--- src/rtl/ripple_carry_adder_pkg.sv ---
// Shared constants and types for the registered ripple-carry adder.
package ripple_carry_adder_pkg;

    // Default operand width and the largest width the adder supports.
    localparam int RCA_DEFAULT_WIDTH = 4;
    localparam int RCA_MAX_WIDTH     = 32;

    // {cout, sum} result container sized for the widest legal adder.
    // Narrower instances occupy the low WIDTH+1 bits.
    typedef logic [RCA_MAX_WIDTH:0] rca_result_t;

endpackage : ripple_carry_adder_pkg

--- src/rtl/ripple_carry_adder_reg_full_adder_cell.sv ---
// Single-bit full adder: one stage of the ripple-carry chain.
module full_adder_cell (
    input  logic a,
    input  logic b,
    input  logic ci,
    output logic s,
    output logic co
);

    // Sum and majority carry for one bit position.
    always_comb begin
        s  = a ^ b ^ ci;
        co = (a & b) | (a & ci) | (b & ci);
    end

endmodule : full_adder_cell

--- src/rtl/ripple_carry_adder_reg.sv ---
// Registered N-bit ripple-carry adder: {cout, sum} = a + b + cin,
// captured one cycle after in_valid and flagged with out_valid.
// Optional build macro RIPPLE_CARRY_ADDER_OVF_EN adds a registered
// two's-complement overflow output (ovf).
module ripple_carry_adder_reg
    import ripple_carry_adder_pkg::*;
#(
    parameter int WIDTH = RCA_DEFAULT_WIDTH
) (
    input  logic             clk,
    input  logic             rst_n,
    input  logic             in_valid,
    input  logic [WIDTH-1:0] a,
    input  logic [WIDTH-1:0] b,
    input  logic             cin,
    output logic             out_valid,
    output logic [WIDTH-1:0] sum,
    output logic             cout
`ifdef RIPPLE_CARRY_ADDER_OVF_EN
    ,
    output logic             ovf
`endif
);

    // Refuse to build an adder of unsupported width.
    generate
        if (WIDTH < 1 || WIDTH > RCA_MAX_WIDTH) begin : g_width_check
            $error("ripple_carry_adder_reg: WIDTH must be in 1..%0d", RCA_MAX_WIDTH);
        end
    endgenerate

    // carry[i] is the carry into bit i; carry[WIDTH] is the adder carry-out.
    logic [WIDTH:0]   carry;
    logic [WIDTH-1:0] sum_d;

    logic             out_valid_q;
    logic [WIDTH-1:0] sum_q;
    logic             cout_q;

    assign carry[0] = cin;

    // One full-adder cell per bit, each feeding its carry to the next.
    genvar gi;
    generate
        for (gi = 0; gi < WIDTH; gi++) begin : g_cell
            full_adder_cell u_cell (
                .a  (a[gi]),
                .b  (b[gi]),
                .ci (carry[gi]),
                .s  (sum_d[gi]),
                .co (carry[gi+1])
            );
        end
    endgenerate

    // Result register: load only on in_valid so idle (even unknown) inputs
    // leave the last result untouched; reset clears everything.
    always_ff @(posedge clk) begin
        if (!rst_n) begin
            out_valid_q <= 1'b0;
            sum_q       <= '0;
            cout_q      <= 1'b0;
        end else begin
            out_valid_q <= in_valid;
            if (in_valid) begin
                sum_q  <= sum_d;
                cout_q <= carry[WIDTH];
            end
        end
    end

    assign out_valid = out_valid_q;
    assign sum       = sum_q;
    assign cout      = cout_q;

`ifdef RIPPLE_CARRY_ADDER_OVF_EN
    logic ovf_q;
    logic ovf_d;

    // Signed overflow: carry into the sign bit differs from carry out of it.
    assign ovf_d = carry[WIDTH] ^ carry[WIDTH-1];

    // Overflow flag registered alongside the sum with the same load enable.
    always_ff @(posedge clk) begin
        if (!rst_n) begin
            ovf_q <= 1'b0;
        end else if (in_valid) begin
            ovf_q <= ovf_d;
        end
    end

    assign ovf = ovf_q;
`endif

endmodule : ripple_carry_adder_reg

--- config.mk ---
export PLATFORM = sky130hd
export DESIGN_NAME = ripple_carry_adder_reg
export DESIGN_NICKNAME = d
export VERILOG_FILES = /design/src/rtl/ripple_carry_adder_pkg.sv /design/src/rtl/ripple_carry_adder_reg_full_adder_cell.sv /design/src/rtl/ripple_carry_adder_reg.sv
export SDC_FILE = /design/constraint.sdc
export NUM_CORES = 1
export LEC_CHECK = 0
export BUFFER_PORTS_ARGS = -buffer_cell sky130_fd_sc_hd__buf_2
export CORE_AREA = 2 2 39 41
export CTS_CLUSTER_DIAMETER = 60
export DETAILED_ROUTE_END_ITERATION = 7
export DIE_AREA = 0 0 41 43
export GPL_TIMING_DRIVEN = 0
export HOLD_SLACK_MARGIN = 0.06
export SLEW_MARGIN = 20
export SYNTH_ARGS = -nofsm -noshare
export SYNTH_HDL_FRONTEND = slang
export SYNTH_SLANG_ARGS = --single-unit
--- constraint.sdc ---
create_clock -name clk -period 3.4 [get_ports clk]
set_input_delay 0.34 -clock clk [delete_from_list [all_inputs] [get_ports clk]]
set_output_delay 0.34 -clock clk [all_outputs]
set_load 0.01 [all_outputs]
[Word level (Yosys, flattened, before mapping)]
Cells that the tools add are included.
Storage, ports and cells
  logic and storage cells: 31
  register bits after elaboration: 6
Cells by class
  bitwise gates (word level): 28
Operator list (count)
  $and 1x1->1: 12
  $or 1x1->1: 8
  $xor 1x1->1: 8

[Logic depth before layout (Yosys ltp)]
  depth after elaboration: 12
  mapped depth: 9
  gate-level depth less buffers: 9

[Modules after synthesis]
A second synthesis with hierarchy kept.
Second synthesis, totals
  cells, all modules: 22
  area total of the unflattened synthesis: 300.3 um^2
By module, submodules not included
  ripple_carry_adder_reg: seq. area each 120.1 um^2, cells an instance 18, area an instance 220.2 um^2, times used 1
  full_adder_cell: seq. area each 0.0 um^2, cells an instance 1, area an instance 20.0 um^2, times used 4

[Least setup slack after synthesis]
Ideal clock, no wire load.
  path type: input port to flip-flop
  start: input a[0]
  end: register sum_q[3] (netlist: sum[3])
  data required time: 3.342 ns
  data arrival time: 1.968 ns
  setup time: 0.058 ns
  setup slack: 1.374 ns
  stages on the path: 9
  path through: inv_1 > fa_1 > inv_1 > fa_1 > fa_1 > inv_1 > fa_1 > nand2_1 > o211a_1
On the way
  cells in the longest elaborated chain, start to end: 10
Ends and longest elaborated chain
  start: declaration: RTL line ripple_carry_adder_reg.sv:13  | input logic [WIDTH-1:0] a,
  $and 1x1->1: RTL line ripple_carry_adder_reg_full_adder_cell.sv:13  | co = (a & b) | (a & ci) | (b & ci);
  $or 1x1->1 (*) (2 in series): RTL line ripple_carry_adder_reg_full_adder_cell.sv:13
  $and 1x1->1: RTL line ripple_carry_adder_reg_full_adder_cell.sv:13
  $or 1x1->1: RTL line ripple_carry_adder_reg_full_adder_cell.sv:13
  $or 1x1->1 (*): RTL line ripple_carry_adder_reg_full_adder_cell.sv:13
  $and 1x1->1: RTL line ripple_carry_adder_reg_full_adder_cell.sv:13
  $or 1x1->1: RTL line ripple_carry_adder_reg_full_adder_cell.sv:13
  $or 1x1->1 (*): RTL line ripple_carry_adder_reg_full_adder_cell.sv:13
  $xor 1x1->1 (*): RTL line ripple_carry_adder_reg_full_adder_cell.sv:12  | s = a ^ b ^ ci;
  end signal: assignment: RTL line ripple_carry_adder_reg.sv:66  | sum_q <= sum_d;
  end: declaration: RTL line ripple_carry_adder_reg.sv:37  | logic [WIDTH-1:0] sum_q;
Every way passes the cells marked *; elsewhere a longest branch is shown, timed or not.
A chain may end at the register's enable or synchronous reset.

[Worst setup path in the final report]
Ends and elaborated chain as after synthesis.

==> summary.txt <==
Run status
  – Status: complete, no violations

Power and ir drop
  – Sw frac: 0.2595
  – Seq pwr share: 0.430
  – Overall Power: 0.0001851 W
  – Int Power: 0.0001371 W
  – Psw: 0.00004804 W
  – Pwr Density: between 400 and 500 nW/um^2
  – Cell leakage power: 0.2603 nW
  – Max VDD drop: between 0.1 and 0.15 mV
  – Comb pwr share: 0.209
  – Clock power share: 0.360

Floorplan
  – Core box area: roughly 1400 sq um
  – DIE HEIGHT: between 40 and 50 um
  – DIE AREA: roughly 1800 sq um
  – Starting density of the core: 0.2306
  – I/O pin total: 18
  – Die span in x: 41 um
  – FP Rows: 14

Global routing
  – Vias in the first global route: about 250
  – First-pass GRT wire length: about 1000 um
  – GR Overflow Total: 0
  – Largest net degree at the start of global routing: 10
  – GRT Total Usage: 0.08586
  – Antenna violations before repair: 0

Place
  – Placed Cells: just over 60
  – Final HPWL DP: ~480 um
  – Port bufs: 16
  – DP Area: approximately 420 sq um
  – Dpl ws: 1.195 ns
  – GPL Wtd Cong: 0.5497

Drt
  – DRC errors left: 0
  – Drt wl/cell: between 9 and 10 um
  – DRT iter0 DRCs: 1
  – Drt total wl: between 500 and 600 um
  – Number of iterations in the first detailed-routing pass: 2
  – Via/cell ratio: ~3.9
  – Via count: approximately 250
  – Post-DRT Antenna Nets: 0

Timing
  – Slew margin rel.: 0.9206
  – Fmax: around 520 MHz
  – Final setup vio count: 0
  – Tcrit/Tclk final: 0.5692
  – Setup TNS Final: 0 ns
  – RSZ-0062 raised after global routing: no
  – Slew Limit Fails: 0
  – Final worst slack: around 1.5 ns
  – Clock Skew: 0 ns
  – Slew at the pin closest to its max-slew limit: between 0.1 and 0.15 ns
  – Final Hold Fails: 0
  – Min cycle time layout: around 1.9 ns

Clocking
  – Clock latency at the later pin of the worst-skew pair: between 0.2 and 0.3 ns
  – Clk sinks: 6
  – CTS Buffer Depth: 2
  – Worst-path clk slew: 0.05 ns
  – Hold buffers post-CTS: 0
  – Cts bufs inserted: 3
  – H-Tree Depth: 1
  – Postcts setup bufs: 0
  – CTS tree: built
  – # resized after CTS: 0
  – Root Driver: clkbuf_4

Cells and area
  – Final Instance Area: roughly 440 sq um
  – Area grow syn2layout: 38.43%
  – Multi-input logic area: 161.4 sq um
  – Reg area: 120.1 sq um
  – Number of inserted diodes: 0
  – Number of non-filler instances in the completed layout: 64
  – Layout cells sized above 1: 0.4375
  – Final net count: 66
  – Fillers: around 150

Logic synthesis
  – Sequential area share after synthesis: 0.3765
  – Syn Nets: 45
  – Post-synthesis cell count: 29
  – #FFs+latches synth: 6
  – Synth Cell Area: roughly 320 sq um
  – Largest family of logic cells by synthesized area: adder cells
  – Post-Synth Simple-Gate Area: 0.09804
  – Mapped Avg Cell Area: between 10 and 15 sq um
  – Mux cell area share after synthesis: 0.06275
  – Synth Area in Adders: 0.2510
  – Post-synthesis xor/xnor area fraction: 0
  – Yosys warning count: 0
  – Yosys cell types: 9
  – Complex-gate fraction of the synthesized area: 0.09412

Setup path
  – CP Class: primary input to flop
  – CP Launch Type: primary input
  – CP Data Required Time: 3.60 ns
  – Reg2reg path depth: 1
  – CP arrival: between 2 and 2.5 ns
  – CP Launch Point: a[0]
  – Reg-to-reg startpoint: sum[0]$_SDFFE_PN0P_
  – Worst Setup End Kind: flop
  – Max FO, Critical Path: 1

Worst hold path
  – Hold path depth: 2
  – Hold WC Path Type: primary input to flop
  – Hold path start: in_valid

Job
  – Max_cap viols: 0
-- per-stage QoR --
stage | util | hold WS [ns]
floorplan | - | 0.4682
global placement | 0.3029 | 0.4603
detailed placement | 0.3029 | 0.4639
CTS | 0.3192 | 0.3670
global route | 0.3192 | 0.3720
finish | 0.3192 | 0.3691
-- state kept, by name, indices dropped and copies added (netlist names) --
name / cells
cout: 1
out_valid: 1
sum: 4
-- cell type report --
cell class,count,area share
Clock buffer,3,0.05099
Tap cell,16,0.04533
Buffer,1,0.02550
Inverter,7,0.05949
Multi-Input combinational cell,15,0.3654
Timing Repair Buffer,16,0.1813
Sequential cell,6,0.2720
-- routing by layer --
| layer | GRT usage | share of wire | up-vias |
|---|---|---|---|
| li1 | - | - | 125 |
| met1 | 0.09180 | 0.39 | 115 |
| met2 | 0.1281 | 0.50 | 12 |
| met3 | 0.06806 | 0.11 | 0 |
| met4 | 0.02000 | 0 | 0 |
| met5 | 0 | 0 | - |
-- worst max-delay path: stages --
cell,delay (ns)
buf_2,0.09
inv_1,0.07
fa_1,0.16
inv_1,0.04
fa_1,0.37
fa_1,0.37
inv_1,0.08
fa_1,0.40
nand2_1,0.08
o211a_1,0.12
-- power by group through the flow --
stage          clock (W)  combinational (W)  sequential, W
6_report       0.0000667          0.0000387      0.0000797
5_1_grt        0.0000744          0.0000445      0.0000805
4_1_cts        0.0000700          0.0000399      0.0000797
3_5_place_dp           0          0.0000398      0.0000809
3_3_place_gp           0          0.0000389      0.0000809
2_1_floorplan          0          0.0000197      0.0000841
-- logic make-up after synthesis --
| kind of cell | after synthesis |
|---|---|
| compound gates | 3 |
| fa+ha+maj | 4 |
| buf+inv | 8 |
| flops | 6 |
| mux | 2 |
| simple gates | 6 |
-- cells in the mapped netlist --
master | number | share of area
inv_1 | 7 | 0.082
buf_6 | 1 | 0.035
dfxtp_1 | 6 | 0.38
fa_1 | 4 | 0.25
mux2i_1 | 2 | 0.063
nand2_1 | 3 | 0.035
o211a_1 | 3 | 0.094
nor2b_1 | 2 | 0.039
and2_2 | 1 | 0.024
-- cells in the final DEF (no fill, tap or decap), drive strengths merged --
| cell | synthesis | routed |
|---|---|---|
| nor2b | 2 | 2 |
| inv | 7 | 7 |
| mux2i | 2 | 2 |
| buf | 1 | 17 |
| o211a | 3 | 3 |
| clkbuf | 0 | 3 |
| dfxtp | 6 | 6 |
| and2 | 1 | 1 |
| fa | 4 | 4 |
| nand2 | 3 | 3 |
-- final timing paths --
kind / endpoint / slack [ns]
worst max register to register: sum[0]$_SDFFE_PN0P_ / 2.78
worst min-delay path: out_valid$_SDFF_PN0_ / 0.37
worst min register to register: sum[3]$_SDFFE_PN0P_ / 0.47
worst max-delay path: sum[3]$_SDFFE_PN0P_ / 1.46
Power figures use the tool's default switching activity.
